**src/rtl/bypass_scoreboard_unit_pkg.sv**
```systemverilog
// rtl/bypass_scoreboard_unit_pkg.sv - shared constants and bus-width helpers for the bypass scoreboard
package bypass_scoreboard_unit_pkg;

  localparam int DEF_DATA_W = 32;
  localparam int DEF_ADDR_W = 5;

  localparam int STG_EXE = 0;
  localparam int STG_MEM = 1;
  localparam int STG_WB  = 2;

  // Width of a flattened bus carrying n fields of w bits each
  function automatic int bus_w(input int n, input int w);
    return n * w;
  endfunction

endpackage

```
**src/rtl/bypass_port_select.sv**
```systemverilog
// rtl/bypass_port_select.sv - per-read-port bypass source selection with scoreboard fallback
module bypass_port_select
  import bypass_scoreboard_unit_pkg::*;
#(
  parameter int NUM_STG = 3,
  parameter int DATA_W  = DEF_DATA_W,
  parameter int ADDR_W  = DEF_ADDR_W
) (
  input  logic [NUM_STG-1:0]                stg_valid,
  input  logic [NUM_STG-1:0]                stg_wen,
  input  logic [NUM_STG-1:0]                stg_ready,
  input  logic [bus_w(NUM_STG, ADDR_W)-1:0] stg_waddr,
  input  logic [bus_w(NUM_STG, DATA_W)-1:0] stg_wdata,
  input  logic                              rp_en,
  input  logic [ADDR_W-1:0]                 rp_addr,
  input  logic                              pend_bit,
  input  logic                              ll_done,
  input  logic [ADDR_W-1:0]                 ll_done_addr,
  input  logic [DATA_W-1:0]                 ll_done_data,
  output logic                              hit,
  output logic [DATA_W-1:0]                 data,
  output logic                              blocked
);

  logic              found;
  logic              win_ready;
  logic [DATA_W-1:0] win_data;
  logic              active;

  assign active = rp_en && (rp_addr != '0);

  // Scan oldest to youngest so the youngest matching stage is the last assignment
  always_comb begin
    found     = 1'b0;
    win_ready = 1'b0;
    win_data  = '0;
    for (int i = NUM_STG - 1; i >= 0; i--) begin
      if (stg_valid[i] && stg_wen[i] && (stg_waddr[i*ADDR_W +: ADDR_W] == rp_addr)) begin
        found     = 1'b1;
        win_ready = stg_ready[i];
        win_data  = stg_wdata[i*DATA_W +: DATA_W];
      end
    end
  end

  always_comb begin
    hit     = 1'b0;
    data    = '0;
    blocked = 1'b0;
    if (active) begin
      if (found) begin
        if (win_ready) begin
          hit  = 1'b1;
          data = win_data;
        end else begin
          blocked = 1'b1;
        end
      end else if (pend_bit) begin
        if (ll_done && (ll_done_addr == rp_addr)) begin
          hit  = 1'b1;
          data = ll_done_data;
        end else begin
          blocked = 1'b1;
        end
      end
    end
  end

endmodule

```
**src/rtl/bypass_scoreboard_unit.sv**
```systemverilog
// rtl/bypass_scoreboard_unit.sv - bypass network with long-latency scoreboard, stall and perf counters
module bypass_scoreboard_unit
  import bypass_scoreboard_unit_pkg::*;
#(
  parameter int NUM_STG = 3,
  parameter int NUM_RP  = 2,
  parameter int DATA_W  = DEF_DATA_W,
  parameter int ADDR_W  = DEF_ADDR_W,
  parameter int CNT_W   = 16
) (
  input  logic                              clk,
  input  logic                              resetn,
  input  logic [NUM_STG-1:0]                stg_valid,
  input  logic [NUM_STG-1:0]                stg_wen,
  input  logic [NUM_STG-1:0]                stg_ready,
  input  logic [bus_w(NUM_STG, ADDR_W)-1:0] stg_waddr,
  input  logic [bus_w(NUM_STG, DATA_W)-1:0] stg_wdata,
  input  logic [NUM_RP-1:0]                 rp_en,
  input  logic [bus_w(NUM_RP, ADDR_W)-1:0]  rp_addr,
  output logic [NUM_RP-1:0]                 fwd_hit,
  output logic [bus_w(NUM_RP, DATA_W)-1:0]  fwd_data,
  output logic                              stall,
  input  logic                              ll_issue,
  input  logic [ADDR_W-1:0]                 ll_issue_addr,
  input  logic                              ll_done,
  input  logic [ADDR_W-1:0]                 ll_done_addr,
  input  logic [DATA_W-1:0]                 ll_done_data,
  output logic [(1<<ADDR_W)-1:0]            pending,
  output logic                              waw_err,
  input  logic                              cnt_clr,
  output logic [CNT_W-1:0]                  stall_cnt,
  output logic [CNT_W-1:0]                  fwd_cnt
);

  localparam int NUM_REGS = 1 << ADDR_W;

  logic [NUM_RP-1:0]   blocked;
  logic [NUM_REGS-1:0] pending_nxt;
  logic                issue_ok;
  logic                waw_set;

  for (genvar p = 0; p < NUM_RP; p++) begin : g_port
    bypass_port_select #(
      .NUM_STG(NUM_STG),
      .DATA_W (DATA_W),
      .ADDR_W (ADDR_W)
    ) u_sel (
      .stg_valid   (stg_valid),
      .stg_wen     (stg_wen),
      .stg_ready   (stg_ready),
      .stg_waddr   (stg_waddr),
      .stg_wdata   (stg_wdata),
      .rp_en       (rp_en[p]),
      .rp_addr     (rp_addr[p*ADDR_W +: ADDR_W]),
      .pend_bit    (pending[rp_addr[p*ADDR_W +: ADDR_W]]),
      .ll_done     (ll_done),
      .ll_done_addr(ll_done_addr),
      .ll_done_data(ll_done_data),
      .hit         (fwd_hit[p]),
      .data        (fwd_data[p*DATA_W +: DATA_W]),
      .blocked     (blocked[p])
    );
  end

  assign stall    = |blocked;
  assign issue_ok = ll_issue && !stall;
  assign waw_set  = issue_ok && pending[ll_issue_addr] &&
                    !(ll_done && (ll_done_addr == ll_issue_addr));

  // Clear first, then set, so a same-address issue overrides the returning result
  always_comb begin
    pending_nxt = pending;
    if (ll_done) begin
      pending_nxt[ll_done_addr] = 1'b0;
    end
    if (issue_ok && (ll_issue_addr != '0)) begin
      pending_nxt[ll_issue_addr] = 1'b1;
    end
  end

  always_ff @(posedge clk or negedge resetn) begin
    if (!resetn) begin
      pending <= '0;
    end else begin
      pending <= pending_nxt;
    end
  end

  always_ff @(posedge clk or negedge resetn) begin
    if (!resetn) begin
      waw_err   <= 1'b0;
      stall_cnt <= '0;
      fwd_cnt   <= '0;
    end else if (cnt_clr) begin
      waw_err   <= 1'b0;
      stall_cnt <= '0;
      fwd_cnt   <= '0;
    end else begin
      if (waw_set) begin
        waw_err <= 1'b1;
      end
      if (stall && (stall_cnt != {CNT_W{1'b1}})) begin
        stall_cnt <= stall_cnt + 1'b1;
      end
      if ((|fwd_hit) && (fwd_cnt != {CNT_W{1'b1}})) begin
        fwd_cnt <= fwd_cnt + 1'b1;
      end
    end
  end

endmodule

```
**config.mk**
```make
export PLATFORM = sky130hd
export DESIGN_NAME = bypass_scoreboard_unit
export DESIGN_NICKNAME = d
export VERILOG_FILES = /design/src/rtl/bypass_scoreboard_unit_pkg.sv /design/src/rtl/bypass_port_select.sv /design/src/rtl/bypass_scoreboard_unit.sv
export SDC_FILE = /design/constraint.sdc
export NUM_CORES = 1
export LEC_CHECK = 0
export ABC_AREA = 1
export CORE_AREA = 2 2 142 144
export CTS_CLUSTER_DIAMETER = 60
export DETAILED_ROUTE_END_ITERATION = 6
export DIE_AREA = 0 0 144 146
export PLACE_DENSITY = 0.74
export SKIP_CTS_REPAIR_TIMING = 1
export SYNTH_ARGS = -nofsm -noshare
export SYNTH_HDL_FRONTEND = slang
export SYNTH_SLANG_ARGS = --single-unit
export TNS_END_PERCENT = 50
```
**constraint.sdc**
```tcl
create_clock -name clk -period 3.1 [get_ports clk]
set_input_delay 0.62 -clock clk [delete_from_list [all_inputs] [get_ports clk]]
set_output_delay 0.62 -clock clk [all_outputs]
set_load 0.02 [all_outputs]
```
==> impl_metrics.env <==
export IMPL_core_area_um2=19330
export IMPL_antenna_left=0
export IMPL_drv_cap=0
export IMPL_hold_violations=0
export IMPL_final_layout_size_suffix_gt1_share_pct=25.25
export IMPL_syn_to_final_growth_pct=67.61
export IMPL_avgSynthCellArea_um2=5.954
export IMPL_grt_max_degree=65
export IMPL_tns_ps=0
export IMPL_ys_top_cells_by_count="nand2_1, o21ai_0, nor2_1, nand3_1, inv_1"
export IMPL_grt_first_pass_wirelength_um=52700
export IMPL_root_buffer="clkbuf_16"
export IMPL_yosysTopAreaCell="dfrtp_1"
export IMPL_clock_skew_ps=7.774
export IMPL_fin_ws_ps=24.14
export IMPL_pre_cts_slack_ps=-1010
export IMPL_drc=0
export IMPL_die_w_um=144
export IMPL_synth_seq_area_share_pct=21.13
export IMPL_synth_seq_cells=65
export IMPL_synth_nets=1474
export IMPL_synthTopCellsByArea="dfrtp_1, nand2_1, o21ai_0"
export IMPL_cts_buffers=9
export IMPL_crit_type="in2out"
export IMPL_clock_latency_ps=340
export IMPL_start_util_pct=39.82
export IMPL_ys_warn_count=0
export IMPL_synth_most_common_cell="nand2_1"
export IMPL_cts_tree="built"
export IMPL_antenna_found_initial=3
export IMPL_die_area_um2=21020
export IMPL_leakagePower_nw=6.042
export IMPL_final_max_slew_viol_count=0
export IMPL_clock_path_buffers=2
export IMPL_crit_arrival_ps=2460
export IMPL_critPathLaunch="rp_addr[0]"
export IMPL_grt_total_usage_pct=31.38
export IMPL_hpwl_um=26860
export IMPL_worst_pin_slew_ps=624.9
export IMPL_cp_end_kind="output port"
export IMPL_gr_total_overflow=0
export IMPL_regToRegStartpoint="fwd_cnt[0]"
export IMPL_synth_flop_cell="dfrtp_1"
export IMPL_routedWlPerCell_um=18.49
export IMPL_first_iter_violations=792
export IMPL_min_path_type="in2async"
export IMPL_drtPass1Iterations=6
export IMPL_vias_per_cell=5.611
export IMPL_fin_nets=1863
export IMPL_syn_inst=1293
export IMPL_fin_crit_ps=3076
export IMPL_routed_wl_um=36150
export IMPL_powerDensity_nw_per_um2=302.3
export IMPL_grt_pass1_vias=9808
export IMPL_synth_cell_type_count=35
export IMPL_fin_area_um2=12900
export IMPL_worst_setup_path_start_kind="primary input"
export IMPL_path_clk_slew_ps=60
export IMPL_dp_cells=1918
export IMPL_final_cells=1955
export IMPL_status="finished, final reports clean"
export IMPL_max_freq_ghz=0.3251
export IMPL_synth_area_um2=7699
export IMPL_io_pins=311
export IMPL_slew_limit_headroom_pct=58.34
export IMPL_peakVddDrop_uv=415.0
export IMPL_setup_viol=0
export IMPL_vias=10970
export IMPL_rsz0062_at_grt="yes"
export IMPL_critPathRequiredTime_ps=2480
export IMPL_clkSinkCount=65
export IMPL_synth_edff_count=0
export IMPL_port_buffers=310
export IMPL_htree_levels=3
export IMPL_synth_top_area_share_pct=21.13
export IMPL_rows=51
export IMPL_place_gp_congestion=1.016
export IMPL_postPlaceCellArea_um2=11850
export IMPL_critPathMaxFanout=6
export IMPL_synthArstFlopShare_pct=100.0
export IMPL_fp_dieH_um=146
export IMPL_fin_crit_sh_pct=99.22
export IMPL_finalPower_mw=3.901
## cell families (layout without fill, tap and decap cells)
kind of cell    Yosys count  after routing  synth area share (%)
xor+xnor                 41             41                 4.664
simple gates            638            638                 37.90
other cells               0              3                     0
flops                    65             65                 21.13
buf+inv                 219            613                 12.03
compound gates          328            328                 23.96
fa+ha+maj                 2              2                0.3250
## worst max-delay path, stage by stage
cell and delay (ps):
buf_6 120, buf_6 120, o21ai_2 120, a21oi_2 50
nand3_2 150, nand3_4 130, buf_6 140, buf_4 130
nand2_4 60, nand3_4 100, buf_12 160, a211oi_2 200
buf_4 170, buf_2 160
## power breakdown
group	switching, mW	internal (mW)	leakage [nW]	total, mW
logic	0.874	0.774	5.02	1.65
registers	0.173	0.959	0.865	1.13
clock network	0.374	0.748	0.155	1.12
total	1.42	2.48	6.04	3.90
## flip-flops by register name, summed over array words and instances, names as in the netlist
name,cells
fwd_cnt,16
pending,32
stall_cnt,16
waw_err,1
## stage by stage
| step | hold slack, ps | utilization (%) |
|---|---|---|
| floorplan | 324.4 | - |
| global placement | 537.3 | 61.31 |
| detailed placement | 541.5 | 61.31 |
| CTS | 276.0 | 63.02 |
| global route | 318.0 | 66.74 |
| finish | 281.0 | 66.74 |
## layer usage
metal / wire length, µm / vias up / track usage [%]
met1: 13690 / 5110 / 37.74
met2: 17820 / 571 / 54.14
met5: 0 / - / 0
met4: 1713 / 0 / 14.41
met3: 2929 / 113 / 5.364
li1: - / 5175 / -
## path summary, 6_finish.rpt
path	to	slack (ps)	depth (start not counted)
worst min register to register	waw_err	550	2
worst min-delay path	pending[1]	280	1
max in group asynchronous	stall_cnt[10]	2170	2
min in group clk	waw_err	550	2
worst max-delay path	fwd_data[0]	20	14
worst max register to register	fwd_cnt[8]	710	8
## area by class of cell
class / count / area (µm²)
antenna: 3 / 7.507
clock buffer: 12 / 256.5
clock inverter: 4 / 75.07
fill: 1730 / 6431
inverter: 134 / 533.0
multi-input combinational: 1009 / 5731
sequential: 65 / 1627
tap: 265 / 331.6
timing repair buffer: 463 / 4343
## layout by cell type (no fill, tap or decap), types with 3 or more instances in the layout
master,Yosys,layout
xnor2_1,4,4
o21ai_2,0,3
clkbuf_2,0,17
dlymetal6s2s_1,0,17
nand2_4,4,5
nand3_2,17,25
buf_6,5,19
diode_2,0,3
buf_12,0,14
inv_1,121,108
clkdlybuf4s50_1,0,205
a211oi_2,0,43
o21ai_1,8,17
o21ai_0,155,142
nand3_4,1,8
nand3_1,143,128
buf_2,20,33
nor2_1,147,132
buf_4,11,145
nand2_2,4,26
dfrtp_1,65,65
nor2_2,2,13
nor3_1,19,19
nor2_4,0,4
a211oi_1,62,17
clkbuf_16,0,14
nor4_1,3,3
a21oi_1,77,71
a21oi_2,0,5
nand4_1,41,41
xor2_1,37,35
inv_2,13,19
buf_8,0,8
o22ai_1,19,19
nand2_1,252,228
inv_4,0,4
(Power assumes the default switching activity.)
